$ cat src/rtl/uart_rx_ctrl_if.sv
// Bundle between the UART receive controller and its neighbours: the pin
// synchronizer and line configuration on one side, and the data sampler,
// deserializer and start/parity/stop checkers on the other.
interface uart_rx_ctrl_if #(
  parameter int PRESC_W = 6
);
  logic               rx_in;
  logic [PRESC_W-1:0] prescale;
  logic               par_en;
  logic               strt_glitch;
  logic               par_err;
  logic               stop_err;
  logic [PRESC_W-1:0] edge_count;
  logic [3:0]         bit_count;
  logic               dat_samp_en;
  logic               deser_en;
  logic               strt_chk_en;
  logic               par_chk_en;
  logic               stp_chk_en;
  logic               data_valid;
  logic               frame_err;
  logic               parity_err;

  // Controller side: consumes line/checker results, drives counters and enables.
  modport master (
    input  rx_in, prescale, par_en, strt_glitch, par_err, stop_err,
    output edge_count, bit_count, dat_samp_en, deser_en, strt_chk_en,
           par_chk_en, stp_chk_en, data_valid, frame_err, parity_err
  );

  // Surrounding receive path: feeds the controller, obeys its enables.
  modport slave (
    output rx_in, prescale, par_en, strt_glitch, par_err, stop_err,
    input  edge_count, bit_count, dat_samp_en, deser_en, strt_chk_en,
           par_chk_en, stp_chk_en, data_valid, frame_err, parity_err
  );
endinterface

$ cat src/rtl/uart_rx_ctrl.sv
// UART receive frame sequencer: oversample edge counter, bit counter and the
// IDLE/START/DATA/PARITY/STOP FSM that gates the sampler, deserializer and
// checkers and raises the frame-accepted strobe.
module uart_rx_ctrl #(
  parameter int PRESC_W   = 6,
  parameter int DATA_BITS = 8
) (
  input  logic             clk,
  input  logic             rst,
  uart_rx_ctrl_if.master   bus
);

  localparam logic [2:0] IDLE   = 3'd0;
  localparam logic [2:0] START  = 3'd1;
  localparam logic [2:0] DATA   = 3'd2;
  localparam logic [2:0] PARITY = 3'd3;
  localparam logic [2:0] STOP   = 3'd4;

  localparam logic [3:0] LAST_DATA = 4'(DATA_BITS);
  localparam logic [3:0] LAST_BIT  = 4'(DATA_BITS + 1);

  logic [2:0]         state;
  logic [2:0]         state_nxt;
  logic [PRESC_W-1:0] edge_cnt;
  logic [3:0]         bit_cnt;
  logic [PRESC_W-1:0] presc_q;
  logic               par_en_q;
  logic               frame_err_q;
  logic               parity_err_q;

  logic [PRESC_W-1:0] edge_end;
  logic [PRESC_W-1:0] edge_mid;
  logic               at_end;
  logic               at_mid;
  logic               start_fire;
  logic               stop_fire;

  // Bit timing derived from the prescale captured at frame start:
  // edge_end closes a bit, edge_mid is one past the checker sample point.
  assign edge_end   = presc_q - PRESC_W'(1);
  assign edge_mid   = (presc_q >> 1) + PRESC_W'(3);
  assign at_end     = (state != IDLE) && (edge_cnt == edge_end);
  assign at_mid     = (edge_cnt == edge_mid);
  assign start_fire = (state == IDLE) && !bus.rx_in;
  assign stop_fire  = (state == STOP) && at_mid;

  // Next-state decode; STOP leaves mid-bit so a following start edge is seen early.
  always_comb begin
    state_nxt = state;
    case (state)
      IDLE:    if (!bus.rx_in) state_nxt = START;
      START:   if (at_end) state_nxt = bus.strt_glitch ? IDLE : DATA;
      DATA:    if (at_end && (bit_cnt == LAST_DATA)) state_nxt = par_en_q ? PARITY : STOP;
      PARITY:  if (at_end) state_nxt = STOP;
      STOP:    if (at_mid) state_nxt = IDLE;
      default: state_nxt = IDLE;
    endcase
  end

  // FSM state register.
  always_ff @(posedge clk or posedge rst) begin
    if (rst) state <= IDLE;
    else     state <= state_nxt;
  end

  // Edge/bit counters: held at zero in IDLE and cleared on any return to IDLE;
  // bit_cnt saturates at the parity/stop index.
  always_ff @(posedge clk or posedge rst) begin
    if (rst) begin
      edge_cnt <= '0;
      bit_cnt  <= '0;
    end else if ((state == IDLE) || (state_nxt == IDLE)) begin
      edge_cnt <= '0;
      bit_cnt  <= '0;
    end else if (at_end) begin
      edge_cnt <= '0;
      if (bit_cnt < LAST_BIT) bit_cnt <= bit_cnt + 4'd1;
    end else begin
      edge_cnt <= edge_cnt + PRESC_W'(1);
    end
  end

  // Frame configuration is latched at the start edge so mid-frame changes are ignored.
  always_ff @(posedge clk) begin
    if (start_fire) begin
      presc_q  <= bus.prescale;
      par_en_q <= bus.par_en;
    end
  end

  // Sticky error flags: cleared at frame start, loaded at their check points.
  always_ff @(posedge clk or posedge rst) begin
    if (rst) begin
      frame_err_q  <= 1'b0;
      parity_err_q <= 1'b0;
    end else if (start_fire) begin
      frame_err_q  <= 1'b0;
      parity_err_q <= 1'b0;
    end else begin
      if ((state == PARITY) && at_end) parity_err_q <= bus.par_err;
      if (stop_fire)                   frame_err_q  <= bus.stop_err;
    end
  end

  assign bus.edge_count  = edge_cnt;
  assign bus.bit_count   = bit_cnt;
  assign bus.dat_samp_en = (state != IDLE);
  assign bus.deser_en    = (state == DATA) && at_mid;
  assign bus.strt_chk_en = (state == START);
  assign bus.par_chk_en  = (state == PARITY);
  assign bus.stp_chk_en  = (state == STOP);
  assign bus.data_valid  = stop_fire && !bus.stop_err && !parity_err_q;
  assign bus.frame_err   = frame_err_q;
  assign bus.parity_err  = parity_err_q;

endmodule

$ cat src/flat_wrapper.sv
// flat-port wrapper written by rule: the top's interface ports become plain ports
module uart_rx_ctrl_flat 
#(
  parameter int PRESC_W   = 6,
  parameter int DATA_BITS = 8
)
  (clk, rst, bus_rx_in, bus_prescale, bus_par_en, bus_strt_glitch, bus_par_err, bus_stop_err, bus_edge_count, bus_bit_count, bus_dat_samp_en, bus_deser_en, bus_strt_chk_en, bus_par_chk_en, bus_stp_chk_en, bus_data_valid, bus_frame_err, bus_parity_err);
  uart_rx_ctrl_if #(.PRESC_W(PRESC_W)) bus_i ();
  input  logic clk;
  input  logic rst;
  input wire logic [$bits(bus_i.rx_in)-1:0] bus_rx_in;
  input wire logic [$bits(bus_i.prescale)-1:0] bus_prescale;
  input wire logic [$bits(bus_i.par_en)-1:0] bus_par_en;
  input wire logic [$bits(bus_i.strt_glitch)-1:0] bus_strt_glitch;
  input wire logic [$bits(bus_i.par_err)-1:0] bus_par_err;
  input wire logic [$bits(bus_i.stop_err)-1:0] bus_stop_err;
  output wire logic [$bits(bus_i.edge_count)-1:0] bus_edge_count;
  output wire logic [$bits(bus_i.bit_count)-1:0] bus_bit_count;
  output wire logic [$bits(bus_i.dat_samp_en)-1:0] bus_dat_samp_en;
  output wire logic [$bits(bus_i.deser_en)-1:0] bus_deser_en;
  output wire logic [$bits(bus_i.strt_chk_en)-1:0] bus_strt_chk_en;
  output wire logic [$bits(bus_i.par_chk_en)-1:0] bus_par_chk_en;
  output wire logic [$bits(bus_i.stp_chk_en)-1:0] bus_stp_chk_en;
  output wire logic [$bits(bus_i.data_valid)-1:0] bus_data_valid;
  output wire logic [$bits(bus_i.frame_err)-1:0] bus_frame_err;
  output wire logic [$bits(bus_i.parity_err)-1:0] bus_parity_err;
  assign bus_i.rx_in = bus_rx_in;
  assign bus_i.prescale = bus_prescale;
  assign bus_i.par_en = bus_par_en;
  assign bus_i.strt_glitch = bus_strt_glitch;
  assign bus_i.par_err = bus_par_err;
  assign bus_i.stop_err = bus_stop_err;
  assign bus_edge_count = bus_i.edge_count;
  assign bus_bit_count = bus_i.bit_count;
  assign bus_dat_samp_en = bus_i.dat_samp_en;
  assign bus_deser_en = bus_i.deser_en;
  assign bus_strt_chk_en = bus_i.strt_chk_en;
  assign bus_par_chk_en = bus_i.par_chk_en;
  assign bus_stp_chk_en = bus_i.stp_chk_en;
  assign bus_data_valid = bus_i.data_valid;
  assign bus_frame_err = bus_i.frame_err;
  assign bus_parity_err = bus_i.parity_err;
  uart_rx_ctrl #(.PRESC_W(PRESC_W), .DATA_BITS(DATA_BITS)) u_core (.clk(clk), .rst(rst), .bus(bus_i));
endmodule
$ cat config.mk
export PLATFORM = sky130hd
export DESIGN_NAME = uart_rx_ctrl_flat
export DESIGN_NICKNAME = d
export VERILOG_FILES = /design/src/rtl/uart_rx_ctrl_if.sv /design/src/rtl/uart_rx_ctrl.sv /design/src/flat_wrapper.sv
export SDC_FILE = /design/constraint.sdc
export NUM_CORES = 1
export LEC_CHECK = 0
export CORE_UTILIZATION = 27
export DETAILED_ROUTE_END_ITERATION = 8
export PLACE_DENSITY = 0.53
export SKIP_LAST_GASP = 1
export SYNTH_ARGS = -nofsm -noshare
export SYNTH_HDL_FRONTEND = slang
export SYNTH_SLANG_ARGS = --single-unit
export TNS_END_PERCENT = 30
$ cat constraint.sdc
create_clock -name clk -period 5 [get_ports clk]
set_input_delay 1 -clock clk [delete_from_list [all_inputs] [get_ports clk]]
set_output_delay 1 -clock clk [all_outputs]
set_load 0.03 [all_outputs]
==> impl_results.md, run 1 <==
- Post-CTS sizing: 0
- Outcome: complete, no violations
- Kind of start point of the critical path: register
- H-Tree Depth: 1
- Design area: 1790 sq um
- Placed cell area: 1740 sq um
- Post-synthesis cell area: 1400 sq um
- Layout cells sized above 1: 0.0898
- Synth cell types: 40
- FF+latch count, synth: 22
- Root Driver: clkbuf_8
- Warnings from Yosys: 0
- TritonCTS Buffers: 3
- Vias: 1098
- Reg-to-reg startpoint: u_core.presc_q[1]
- Slowest CP cell: clkdlybuf4s50_1
- Worst vdd ir: 0.246 mV
- TNS Setup: 0 ns
- HPWL after DPL: 2430 microns
- Hold slack: 0.549 ns
- Area of the core: 4850 sq um
- Initial Utilization: 0.288
- Max Clock Skew: 0.00282 ns
- Die Ht: 73.9 microns
- Cell taking the most area after synthesis: dfrtp_1
- Avg Synthesized Cell Area: 10.1 sq um
- Hold_buf cts: 0
- Worst Max-Slew Pin Slew: 0.728 ns
- CP top delay family: simple AND/OR/NAND/NOR gates
- Syn Nets: 156
- Avg WL per Cell: 13.2 microns
- Critical Path AT: 2.65 ns
- F_max: 274 MHz
- Hold Fails Final Rpt: 0
- Clock Latency Late Sink: 0.26 ns
- Post CTS Setup Buffer Count: 0
- Crit path max fanout: 8
- Post-layout min period: 3.65 ns
- Reg clk slew, reported paths: 0.08 ns
- Gr usage total: 0.130
- Antenna Violating Nets Remaining: 0
- I/O Buffers: 30
- CTS tree: done
- Largest net degree at the start of global routing: 16
- DIE AREA: 5460 sq um
- Total gr overflow: 0
- Final core occ: 0.370
- Max clock buf depth: 2
- RSZ-0062 raised after global routing: false
- Top Ports: 31
- Synth-to-Final Area Change: 28.6%
- Initial antenna violation count: 0
- Setup CP Type: register to primary output
- Vias/cell: 4.69
- Buf/Inv on CP: 1
- Top cell type's share of synthesized area: 0.269
- # DRC: 0
- Crit path cell chain: o2111ai_1 > xnor2_1 > nor4_1 > nand3_1 > nor3_1 > clkdlybuf4s50_1
- Worst hold path class: register to register
- First-pass GRT wire length: 5320 microns
- Initial DRC Count: 57
- Setup violators final: 0
- Max-cap viol count: 0
- Most common cell after layout, fill and taps aside: clkdlybuf4s50_1
- Row count: 25
- Period Utilization, post-route: 0.729
- Pwr/cell area: 550 nW/um^2
- Most frequent cells in the layout: 30 x clkdlybuf4s50_1, 15 x nor2_1, 15 x dfrtp_1
- WL final: 3090 microns
- Filler cell count in the final layout: 488
- Antenna cells: 0
- CTS sink cnt: 22
- Number of enable flip-flop cells after synthesis: 7
- Worst hold start: u_core.bus.frame_err
- DRT Pass-1 Iters: 4
- GPL Wtd Cong: 0.794
- Chip width: 73.9 microns
- Sequential area share after synthesis: 0.420
- Post-Syn Instances: 138
- CP peak stage delay: 0.69 ns
- Vias in the first global route: 1086
- Leakage: 0.713 nW
- Largest cells by area after synthesis: dfrtp_1 27%, edfxtp_1 15%, xnor2_1 8.8%
- Worst Path Required: 4.00 ns
- Critical Path Source: u_core.presc_q[3]
- Nets@finish: 186
- Slew Limit Fails: 0
- Synth Flop Type: dfrtp_1
- Rel. slew slack: 0.513
- Synth async-reset ratio: 0.682
- Crit end category: primary output
==> cell families (layout without fill, tap and decap cells) <==
kind of cell | Yosys count | after routing | synth area share
multiplexers | 1 | 1 | 0.00718
XOR/XNOR | 20 | 20 | 0.126
flip-flops | 22 | 22 | 0.420
AO/OA/AOI/OAI | 25 | 25 | 0.145
AND/OR/NAND/NOR | 48 | 48 | 0.196
adder cells (fa/ha/maj) | 5 | 5 | 0.0448
buffers and inverters | 17 | 46 | 0.0610
==> layout make-up <==
cell class / count / area [sq um] / share of cell area
Sequential cell: 22 / 586 / 0.326
Clock buffer: 4 / 55.1 / 0.0307
Timing Repair Buffer: 30 / 300 / 0.167
Tap cell: 67 / 83.8 / 0.0467
Multi-Input combinational cell: 99 / 724 / 0.404
Inverter: 12 / 45.0 / 0.0251
==> metal layers <==
metal  GRT usage  wire length, microns  vias up  share of wire
met4      0.0449                    15        0         0.0048
met5           0                     0        -              0
met3      0.0206                    89        2          0.029
li1            -                     -      541              -
met2       0.223                  1570       18           0.51
met1       0.164                  1420      537           0.46
==> report_power, final <==
part	internal [W]	total [W]	switching [W]
clock network	0.0000701	0.000127	0.0000572
logic	0.000233	0.000526	0.000293
registers	0.000242	0.000333	0.0000913
total	0.000545	0.000986	0.000442
==> registers in the layout, indices dropped and copies added (netlist names) <==
signal,cells
u_core.state,3
u_core.bus.edge_count,6
u_core.bus.parity_err,1
u_core.bus.bit_count,4
u_core.bus.frame_err,1
u_core.presc_q,6
u_core.par_en_q,1
==> per-stage QoR <==
| step | cells | total power [W] | setup WS [ns] |
|---|---|---|---|
| 4_1_cts | 234 | 0.00100 | 1.30 |
| 3_3_place_gp | 230 | 0.000856 | 1.69 |
| 2_1_floorplan | 138 | 0.000691 | 1.85 |
| 3_5_place_dp | 230 | 0.000868 | 1.61 |
| 5_1_grt | 234 | 0.00106 | 1.15 |
| 6_report | 234 | 0.000986 | 1.35 |
==> Yosys cell counts, types with 3 or more instances <==
master,n
a31o_2,3
edfxtp_1,7
ha_1,5
xnor2_1,14
nand2_1,4
nor3_1,5
nand3_1,10
o21ai_0,3
nand2b_1,3
a21oi_1,5
xor2_1,6
inv_1,12
nor2_1,15
dfrtp_1,15
==> worst min-delay path, delay by kind of cell, from the launching register on <==
kind	cells	cell delay, ns
DFF	1	0.36
muxes	1	0.07
and+or+nand+nor	1	0.08
==> path summary, 6_finish.rpt <==
check / endpoint / slack [ns] / cells past startpoint
max: bus_data_valid / 1.35 / 6
min: u_core.bus.frame_err / 0.55 / 2
max reg2reg: u_core.bus.edge_count[2] / 2.43 / 8
min reg2reg: u_core.bus.frame_err / 0.55 / 2
max in group asynchronous: u_core.bus.parity_err / 3.50 / 2
min in group asynchronous: u_core.state[2] / 1.10 / 2
(Power assumes the default switching activity.)
==> run 2: changes to the inputs <==
==> constraint.sdc (replaced) <==
create_clock -name clk -period 3.8 [get_ports clk]
set_input_delay 0.76 -clock clk [delete_from_list [all_inputs] [get_ports clk]]
set_output_delay 0.76 -clock clk [all_outputs]
set_load 0.03 [all_outputs]
==> run 2 against run 1 <==
  * Flip-flop and latch count stayed put
  * Highest routed layer unchanged
  * Count of clock-buffer cells in the layout unchanged
  * Final cell count unchanged
  * First-iteration DRC count up 39%
  * Worst setup slack worse by 0.93 ns
==> impl_results.md, run 2 (synthesized netlist as in run 1, its figures left out) <==
- # DRC: 0 (unchanged)
- Setup violators final: 0 (unchanged)
- Most common cell after layout, fill and taps aside: clkdlybuf4s50_1
- Post CTS Setup Buffer Count: 0 (unchanged)
- Max clock buf depth: 2 (unchanged)
- Die Ht: 73.9 microns (unchanged)
- Vias/cell: 4.77 (+1.6%)
- Clock Latency Late Sink: 0.26 ns (about the same)
- Avg WL per Cell: 13.7 microns (+4.0%)
- Layout cells sized above 1: 0.0838 (-0.00599)
- Root Driver: clkbuf_8
- Vias in the first global route: 1144 (+5.3%)
- Design area: 1780 sq um (-0.56%)
- WL final: 3220 microns (+4.0%)
- H-Tree Depth: 1 (unchanged)
- Synth-to-Final Area Change: 27.9%
- Sw Ratio: 0.457 (+0.00904)
- Rel. slew slack: 0.509 (-0.00421)
- Critical Path AT: 2.62 ns (-0.03 ns)
- Gr busiest metal: met2
- Antenna cells: 0 (unchanged)
- RSZ-0062 raised after global routing: false
- Placed cell area: 1740 sq um (unchanged)
- Worst Path Required: 3.04 ns (-0.96 ns)
- Hold endpoint: u_core.bus.frame_err
- Total gr overflow: 0 (unchanged)
- Initial DRC Count: 79 (+39%)
- Antenna Violating Nets Remaining: 0 (unchanged)
- Vias: 1116 (+1.6%)
- I/O Buffers: 30 (unchanged)
- Kind of start point of the critical path: register
- Filler cell count in the final layout: 496 (+1.6%)
- GPL Wtd Cong: 0.821 (+3.5%)
- Reg clk slew, reported paths: 0.08 ns (about the same)
- FF-to-FF End: u_core.bus.edge_count[5]
- Top Ports: 31 (unchanged)
- Post-CTS sizing: 0 (unchanged)
- Crit end category: primary output
- Worst r2r path cells: 8 (unchanged)
- Outcome: complete, no violations
- Hold Fails Final Rpt: 0 (unchanged)
- Period Utilization, post-route: 0.889
- M3 GR Usage: 0.0357 (+0.0151)
- CTS tree: done
- Worst hold path class: register to register
- First-pass GRT wire length: 5530 microns (+3.9%)
- Area of the core: 4850 sq um (unchanged)
- Reg power frac: 0.341 (+0.003)
- Most frequent cells in the layout: 30 x clkdlybuf4s50_1, 15 x nor2_1, 15 x dfrtp_1
- Crit path max fanout: 8 (unchanged)
- Pint: 0.000699 W (+28%)
- Switch Pwr: 0.000588 W (+33%)
- Pwr/cell area: 722 nW/um^2 (+31%)
- Post-layout min period: 3.38 ns
- Worst reg-to-reg setup slack: 1.17 ns (-1.26 ns)
- DIE AREA: 5460 sq um (unchanged)
- Row count: 25 (unchanged)
- DRT Pass-1 Iters: 4 (unchanged)
- Worst Max-Slew Pin Slew: 0.734 ns (+0.00630 ns)
- Slew Limit Fails: 0 (unchanged)
- Largest net degree at the start of global routing: 16 (unchanged)
- Worst hold start: u_core.bus.frame_err
- Clock Power Share: 0.118 (-0.011)
- Reg-to-reg startpoint: u_core.presc_q[1]
- CTS sink cnt: 22 (unchanged)
- Met2 GRT Util: 0.228 (+0.00510)
- HPWL after DPL: 2500 microns (+2.9%)
- Max Clock Skew: 0.00184 ns (-0.000976 ns)
- TritonCTS Buffers: 3 (unchanged)
- Chip width: 73.9 microns (unchanged)
- Setup CP Type: register to primary output
- Worst hold stages: 2 (unchanged)
- Initial Utilization: 0.288 (unchanged)
- Nets@finish: 186 (unchanged)
- Combinational Power Share: 0.541 (+0.008)
- F_max: 296 MHz
- Leakage: 0.707 nW (-0.84%)
- TNS Setup: 0 ns (unchanged)
- Gr usage total: 0.136 (+0.00594)
- Met1 Use GR: 0.169 (+0.00479)
- Worst vdd ir: 0.380 mV (+54%)
- Max-cap viol count: 0 (unchanged)
- Initial antenna violation count: 0 (unchanged)
- Hold_buf cts: 0 (unchanged)
[run 2: changes by cell type in the layout (fill, tap and decap cells not counted)]
cell,change
clkbuf_8,-1
clkbuf_1,+1
[run 2: power by group through the flow]
stage | registers (W) | logic, W | clock network (W)
global placement | 0.000440 | 0.000687 | 0
detailed placement | 0.000443 | 0.000700 | 0
CTS | 0.000439 | 0.000704 | 0.000159
floorplan | 0.000501 | 0.000408 | 0
global route | 0.000452 | 0.000758 | 0.000170
finish | 0.000439 | 0.000697 | 0.000152
[run 2: layout make-up]
cell class              instances  area (sq um)  area share
clock buffers                   4          45.0      0.0252
inverters                      12          45.0      0.0252
multi-input cells              99           724       0.406
flip-flops and latches         22           586       0.328
well taps                      67          83.8      0.0470
repair buffers                 30           300       0.168
[run 2: worst max path at each step]
stage / start / endpoint / slack [ns] / cells past startpoint
after CTS: u_core.presc_q[3] / bus_data_valid / 0.39 / 6
after floorplan: u_core.bus.edge_count[3] / bus_data_valid / 0.89 / 6
after global placement: u_core.presc_q[3] / bus_data_valid / 0.73 / 6
after global routing: u_core.presc_q[3] / bus_data_valid / 0.18 / 6
after detailed placement: u_core.presc_q[3] / bus_data_valid / 0.69 / 6
final: u_core.presc_q[3] / bus_data_valid / 0.42 / 6
[run 2: critical path, cell delays in order, from the launching register on]
cell             delay [ns]
edfxtp_1               0.54
o2111ai_1              0.19
xnor2_1                0.16
nor4_1                 0.43
nand3_1                0.18
nor3_1                 0.16
clkdlybuf4s50_1        0.70
[run 2: per-stage QoR]
step                 util  hold slack (ns)  instances  power, W  setup WS (ns)
finish              0.368            0.537        234   0.00129          0.420
global route        0.368            0.554        234   0.00138          0.177
CTS                 0.368            0.547        234   0.00130          0.391
detailed placement  0.359            0.527        230   0.00114          0.693
global placement    0.359            0.511        230   0.00113          0.726
floorplan               -            0.507        138  0.000909          0.886
[run 2: metal layers]
metal	vias to the layer above	share of wire	wire, microns
met5	-	0	0
met4	0	0.013	42
met3	7	0.046	147
met2	25	0.51	1630
met1	540	0.44	1400
li1	544	-	-
